`config.mk`:
```
export PLATFORM = sky130hd
export DESIGN_NAME = comp_seq_2bit
export DESIGN_NICKNAME = d
export VERILOG_FILES = /design/src/rtl/comp_seq_2bit.sv
export SDC_FILE = /design/constraint.sdc
export NUM_CORES = 1
export LEC_CHECK = 0
export BUFFER_PORTS_ARGS = -buffer_cell sky130_fd_sc_hd__buf_4
export CAP_MARGIN = 25
export CORE_ASPECT_RATIO = 1.75
export CORE_MARGIN = 4
export CORE_UTILIZATION = 40
export CTS_CLUSTER_SIZE = 12
export DETAILED_ROUTE_END_ITERATION = 16
export GPL_TIMING_DRIVEN = 0
export MAX_ROUTING_LAYER = met4
export SLEW_MARGIN = 20
export SYNTH_ARGS = -nofsm -noshare
export SYNTH_HDL_FRONTEND = slang
export SYNTH_SLANG_ARGS = --single-unit
```
`constraint.sdc`:
```
create_clock -name clk -period 2.3 [get_ports clk]
set_input_delay 0.46 -clock clk [delete_from_list [all_inputs] [get_ports clk]]
set_output_delay 0.46 -clock clk [all_outputs]
set_load 0.05 [all_outputs]
```
`src/rtl/comp_seq_2bit.sv`:
```
// comp_seq_2bit: sequential WIDTH-bit magnitude comparator controller.
// Streams two latched operands MSB-first, one 2-bit slice per cycle, into an
// external 2-bit comparator and folds its l/e/g answers into a word-level
// result. Stops on the first unequal slice and reports with start/done.
// WIDTH must be even and at least 2.
module comp_seq_2bit #(
  parameter int WIDTH = 8
) (
  input  logic             clk,
  input  logic             rst_n,
  input  logic             start,
  input  logic [WIDTH-1:0] a,
  input  logic [WIDTH-1:0] b,
  output logic [1:0]       slice_a,
  output logic [1:0]       slice_b,
  input  logic             cmp_l,
  input  logic             cmp_e,
  input  logic             cmp_g,
  output logic             busy,
  output logic             done,
  output logic             l,
  output logic             e,
  output logic             g,
  output logic             err
);

  localparam int NSLICE = WIDTH / 2;
  localparam int IDXW   = (NSLICE > 1) ? $clog2(NSLICE) : 1;
  localparam logic [IDXW-1:0] LAST_IDX = IDXW'(NSLICE - 1);

  typedef enum logic {
    IDLE = 1'b0,
    RUN  = 1'b1
  } state_t;

  // Operands are held as arrays of 2-bit slices so the slice index selects
  // directly, without any shift arithmetic.
  typedef logic [NSLICE-1:0][1:0] word_t;

  state_t          state_q, state_d;
  word_t           a_q, a_d;
  word_t           b_q, b_d;
  logic [IDXW-1:0] idx_q, idx_d;
  logic            done_d;
  logic            l_d, e_d, g_d, err_d;
  logic            cmp_onehot;

  // Slices decode from registers only, so they hold steady in IDLE.
  assign slice_a    = a_q[idx_q];
  assign slice_b    = b_q[idx_q];
  assign busy       = (state_q == RUN);
  assign cmp_onehot = $onehot({cmp_l, cmp_e, cmp_g});

  // Next-state, operand capture, slice walk and result update.
  always_comb begin
    // NOTE: every variable gets a default before any branch; a path that
    // leaves one unassigned would infer a latch.
    state_d = state_q;
    a_d     = a_q;
    b_d     = b_q;
    idx_d   = idx_q;
    done_d  = 1'b0;
    l_d     = l;
    e_d     = e;
    g_d     = g;
    err_d   = err;

    unique case (state_q)
      IDLE: begin
        if (start) begin
          a_d     = word_t'(a);
          b_d     = word_t'(b);
          idx_d   = LAST_IDX;
          state_d = RUN;
        end
      end

      RUN: begin
        if (!cmp_onehot) begin
          // Comparator answer is unusable: report an error, no ordering.
          {l_d, e_d, g_d} = 3'b000;
          err_d           = 1'b1;
          done_d          = 1'b1;
          state_d         = IDLE;
        end else if (cmp_e) begin
          if (idx_q == '0) begin
            {l_d, e_d, g_d} = 3'b010;
            err_d           = 1'b0;
            done_d          = 1'b1;
            state_d         = IDLE;
          end else begin
            idx_d = idx_q - 1'b1;
          end
        end else begin
          // First unequal slice from the top decides the whole word.
          {l_d, e_d, g_d} = cmp_l ? 3'b100 : 3'b001;
          err_d           = 1'b0;
          done_d          = 1'b1;
          state_d         = IDLE;
        end
      end

      default: state_d = IDLE;
    endcase
  end

  // State, operand, index and result registers.
  always_ff @(posedge clk or negedge rst_n) begin
    // NOTE: operand registers are reset too, so the slice outputs come up
    // as 00 rather than undefined after reset.
    if (!rst_n) begin
      state_q <= IDLE;
      a_q     <= '0;
      b_q     <= '0;
      idx_q   <= '0;
      done    <= 1'b0;
      l       <= 1'b0;
      e       <= 1'b0;
      g       <= 1'b0;
      err     <= 1'b0;
    end else begin
      // NOTE: non-blocking assignments keep every register updating from
      // the same pre-edge values, independent of statement order.
      state_q <= state_d;
      a_q     <= a_d;
      b_q     <= b_d;
      idx_q   <= idx_d;
      done    <= done_d;
      l       <= l_d;
      e       <= e_d;
      g       <= g_d;
      err     <= err_d;
    end
  end

endmodule
```
# --- Word level (Yosys, flattened, before mapping) ---
# Cells that the tools add are included.
totals:
  reg_bits: 24
  out_inout_bits: 10
  word_cells: 59
op_classes:
  n_addsub: 3
  n_lt_le_gt_ge: 1
  eq_ne: 6
  n_mux: 29
  bitwise_logic: 1
  n_reduce_logical: 4
ops:
  columns: ["op", "count"]
  rows:
  - ["1-bit 2-to-1 mux", 18]
  - ["2-bit 2-to-1 mux", 6]
  - ["2-bit binary-select mux with 2-bit select", 2]
  - ["2-bit != test, second input constant", 3]
  - ["2-bit one-hot mux with 2 select lines", 1]
  - ["2-bit AND reduction", 2]
  - ["4-bit AND reduction", 1]
  - ["2-bit by 3-bit < comparator with 1-bit output, second input constant", 1]
  - ["3-bit 2-to-1 mux", 1]
  - ["3-bit by 2-bit != test with 1-bit output, second input constant", 1]
  - ["1-bit by 1-bit adder with 2-bit output", 1]
  - ["2-bit by 1-bit adder with 2-bit output", 1]
  - ["2-bit by 1-bit equality test with 1-bit output, second input constant", 1]
  - ["2-bit zero test", 1]
  - ["2-bit by 1-bit != test with 1-bit output, second input constant", 1]
  - ["1-bit one-hot mux with 2 select lines", 1]
  - ["2-bit by 1-bit subtractor with 2-bit output, second input constant", 1]
  - ["1-bit inverter", 1]

# --- Longest topological paths before layout ---
logic_depth:
  word_depth: 5
  depth_mapped: 6
  depth_no_buf: 5

# --- Least setup slack after synthesis ---
# Ideal clock, no wire load.
synth_path:
  path_type: "input port to flip-flop"
  start: "input cmp_l"
  end: "register idx_q[0]"
  setup_ns: 0.128
  arrival_time_ns: 1.533
  required_ns: 2.172
  setup_slack_ns: 0.639
  cell_stages: 4
  cell_sequence: "fa_1 nor2b_1 nand4b_1 mux2i_1"
synth_via:
  elab_chain_len: 4
synth_rtl:
  columns: ["item", "line_no", "source"]
  rows:
  - ["from (decl)", "16", "input logic cmp_l,"]
  - ["2-bit by 1-bit adder with 2-bit output (implied by the code)", "52", "assign cmp_onehot = $onehot({cmp_l, cmp_e, cmp_g});"]
  - ["2-bit by 1-bit equality test with 1-bit output", "52", null]
  - ["2-bit by 1-bit != test with 1-bit output (no source line)", null, null]
  - ["4-bit AND reduction (no source line)", null, null]
  - ["to (signal assigned)", "127", "idx_q <= idx_d;"]
  - ["to (decl)", "43", "logic [IDXW-1:0] idx_q, idx_d;"]
# Every way passes these cells.
# A chain may end at the register's enable or synchronous reset.

# --- Worst setup path after layout ---
layout_path:
  start: "register idx_q[0]"
  end: "output slice_b[0]"
layout_via:
  elab_chain_len: 2
layout_rtl:
  columns: ["item", "line_no", "source"]
  rows:
  - ["2-bit binary-select mux with 2-bit select", "50", "assign slice_b = b_q[idx_q];"]
  - ["2-bit 2-to-1 mux (implied by the code)", "50", null]
  - ["to (decl)", "15", "output logic [1:0] slice_b,"]
# Every way passes these cells. The select of a mux whose other input is x is not followed.

==> results.sh <==
export IMPL_synthXorXnorAreaFrac_pct=0
export IMPL_die_area_mm2=0.003707
export IMPL_cts_root_buf="clkbuf_8"
export IMPL_ys_ff_latch=24
export IMPL_cp_required_ns=1.84
export IMPL_drive_gt1_share_pct=55.14
export IMPL_synth_cells=72
export IMPL_grt_overflow=0
export IMPL_status="completed"
export IMPL_hold_viol=0
export IMPL_first_global_vias=799
export IMPL_start_util_pct=41.16
export IMPL_yosysSeqAreaShare_pct=54.24
export IMPL_ioPinCount=32
export IMPL_grt_util_all_layers_pct=12.47
export IMPL_synth_adder_area_share_pct=2.938
export IMPL_p_clk_share_pct=28.9
export IMPL_vias=704
export IMPL_gp_routability_congestion=0.6743
export IMPL_startpoint_type="flip-flop"
export IMPL_holdBufCountCts=0
export IMPL_portBuffers=31
export IMPL_path_class="flip-flop to output port"
export IMPL_antenna_found_initial=0
export IMPL_p_comb_share_pct=29.3
export IMPL_critical_path_top_delay_family="multiplexers"
export IMPL_die_w_um=47.77
export IMPL_path_cells="buf_2 -> mux4_2 -> buf_4"
export IMPL_ff2ff_path_depth=6
export IMPL_clk_pin_slew_worst_paths_ns=0.08
export IMPL_syn_area_mm2=0.001107
export IMPL_post_cts_buffers=0
export IMPL_cp_arrival_ns=1.53
export IMPL_num_antenna_cells=0
export IMPL_fin_cells=134
export IMPL_synthesis_nets=96
export IMPL_cp_depth=3
export IMPL_r2r_slack_ns=0.78
export IMPL_tightest_slew_ns=0.3470
export IMPL_dp_hpwl_um=1511
export IMPL_fp_row_count=25
export IMPL_drc_errors=0
export IMPL_rsz0062_at_grt="false"
export IMPL_leakagePower_uw=0.0007096
export IMPL_skew_ns=0.002851
export IMPL_htreeDepth=1
export IMPL_vdd_drop_max_mv=0.4539
export IMPL_placedCellCount=130
export IMPL_max_freq_ghz=0.5013
export IMPL_syn2layout_area_growth_pct=30.51
export IMPL_ys_warn_count=0
export IMPL_cp_num_buf_inv=2
export IMPL_avgSynthCellArea_um2=15.38
export IMPL_hold_path_class="input pin to asynchronous set/reset pin"
export IMPL_slew_violations=0
export IMPL_wl_per_cell_um=14.43
export IMPL_seqPwrFrac_pct=41.8
export IMPL_setup_tns_ns=0
export IMPL_synth_compound_area_share_pct=3.729
export IMPL_first_iter_violations=10
export IMPL_relSlewSlack_pct=76.62
export IMPL_ant_nets=0
export IMPL_cp_max_fo=7
export IMPL_max_stage_delay_ns=0.53
export IMPL_min_period_ns=1.995
export IMPL_p_switching_uw=355.5
export IMPL_synth_top_family_by_area="multiplexers"
export IMPL_avgViaCountPerCell=5.254
export IMPL_layout_commonest_cell="buf_4"
export IMPL_clockBufferDepth=2
export IMPL_critPathCaptureType="output port"
export IMPL_core_area_mm2=0.002690
export IMPL_fin_nets=132
export IMPL_ctsResizeCount=0
export IMPL_grt_pass1_wl_um=3374
export IMPL_finalSetupViolCount=0
export IMPL_grt_max_degree=25
export IMPL_cts_buffers=3
export IMPL_cap_violations=0
export IMPL_clock_latency_ns=0.26
export IMPL_powerDensity_mw_per_mm2=864.7
export IMPL_synth_cell_types=22
export IMPL_die_h_um=77.60
export IMPL_mostFrequentLayoutCells="buf_4 (31), dfrtp_1 (24), mux2_2 (9)"
export IMPL_swShare_pct=28.45
export IMPL_wl_um=1934
export IMPL_cts_tree="yes"
export IMPL_crit_slowest_cell="mux4_2"
export IMPL_dr_pass1_iters=2
export IMPL_synth_simple_area_share_pct=5.876
export IMPL_synth_mux_area_fraction_pct=28.59
export IMPL_cts_sinks=24
export IMPL_fin_crit_sh_pct=86.72
export IMPL_internal_power_uw=894.1
[power by group through the flow]
stage	combinational, uW	clock, uW	sequential [uW]
after floorplan	224	0	560
after global placement	366	0	530
after detailed placement	369	0	533
after CTS	372	375	524
after global routing	392	393	533
final	366	361	523
[state kept, by name, indices dropped and copies added, names as in the netlist]
name / flops
done: 1
busy: 1
g: 1
idx_q: 2
a_q: 8
l: 1
err: 1
b_q: 8
e: 1
[through the flow]
step	setup slack, ns	hold slack, ns	power [uW]	cell area, um^2	util (%)
finish	0.3054	0.07877	1250	1445	53.72
CTS	0.2786	0.08348	1271	1445	53.72
floorplan	0.6393	0.1644	784.1	1107	-
global placement	0.4307	0.3734	895.8	1374	51.07
detailed placement	0.4255	0.3748	902.5	1374	51.07
global route	0.2117	0.08750	1318	1445	53.72
[worst paths after layout]
kind | start | endpoint
setup / recovery | idx_q[0] | slice_b[0]
hold / removal | rst_n | done
setup reg to reg | idx_q[0] | g
hold reg to reg | l | l
max in group asynchronous | rst_n | b_q[6]
min in group clk | cmp_l | g
[cell usage after synthesis]
library cell,instances,area (um^2)
nor2b_1,1,6.260
nand2_1,2,7.510
mux2_2,9,101.4
fa_1,1,20.02
mux2i_1,2,20.02
o2bb2ai_1,2,17.52
buf_2,1,5.000
ha_1,1,12.51
buf_12,1,20.02
nand4b_1,1,8.760
a22o_1,1,8.760
mux4_2,4,90.09
nor2_1,2,7.510
nand3b_1,1,7.510
buf_6,1,11.26
nand2b_1,3,18.77
o21ai_0,1,5.000
inv_1,4,15.01
a21oi_1,2,10.01
dfrtp_1,24,600.6
nor2b_2,1,8.760
mux2_4,7,105.1
[cell families (layout without fill, tap and decap cells)]
group,count (synthesis),in the layout
muxes,22,22
DFF,24,24
AOI/OAI and AO/OA,6,6
and+or+nand+nor,11,11
adders and majority gates,2,2
buffers and inverters,7,42
[metal layers]
metal	share of wire, %	up-vias	GRT usage, %	wire length (um)
li1	-	324	-	-
met1	36	353	14.14	698
met2	55	23	20.95	1069
met3	6.8	4	2.320	132
met4	1.8	0	4.043	34
met5	0	-	-	0
[cell type report]
type                            instances  area, um^2
Clock buffer                            3       41.29
Sequential cell                        24       600.6
Buffer                                  3       36.28
Timing Repair Buffer                   31       232.7
Inverter                                4       15.01
Fill cell                             244        1245
Tap cell                               27       33.78
Clock inverter                          1       30.03
Multi-Input combinational cell         41       455.4
[worst register-to-register path: cells and delay by family (launching register included)]
family | cells | cell delay, ns
compound gates | 2 | 0.48
flops | 1 | 0.32
simple gates | 1 | 0.16
fa+ha+maj | 1 | 0.22
buf+inv | 2 | 0.28
No activity file was read; power rests on OpenSTA's default activity.
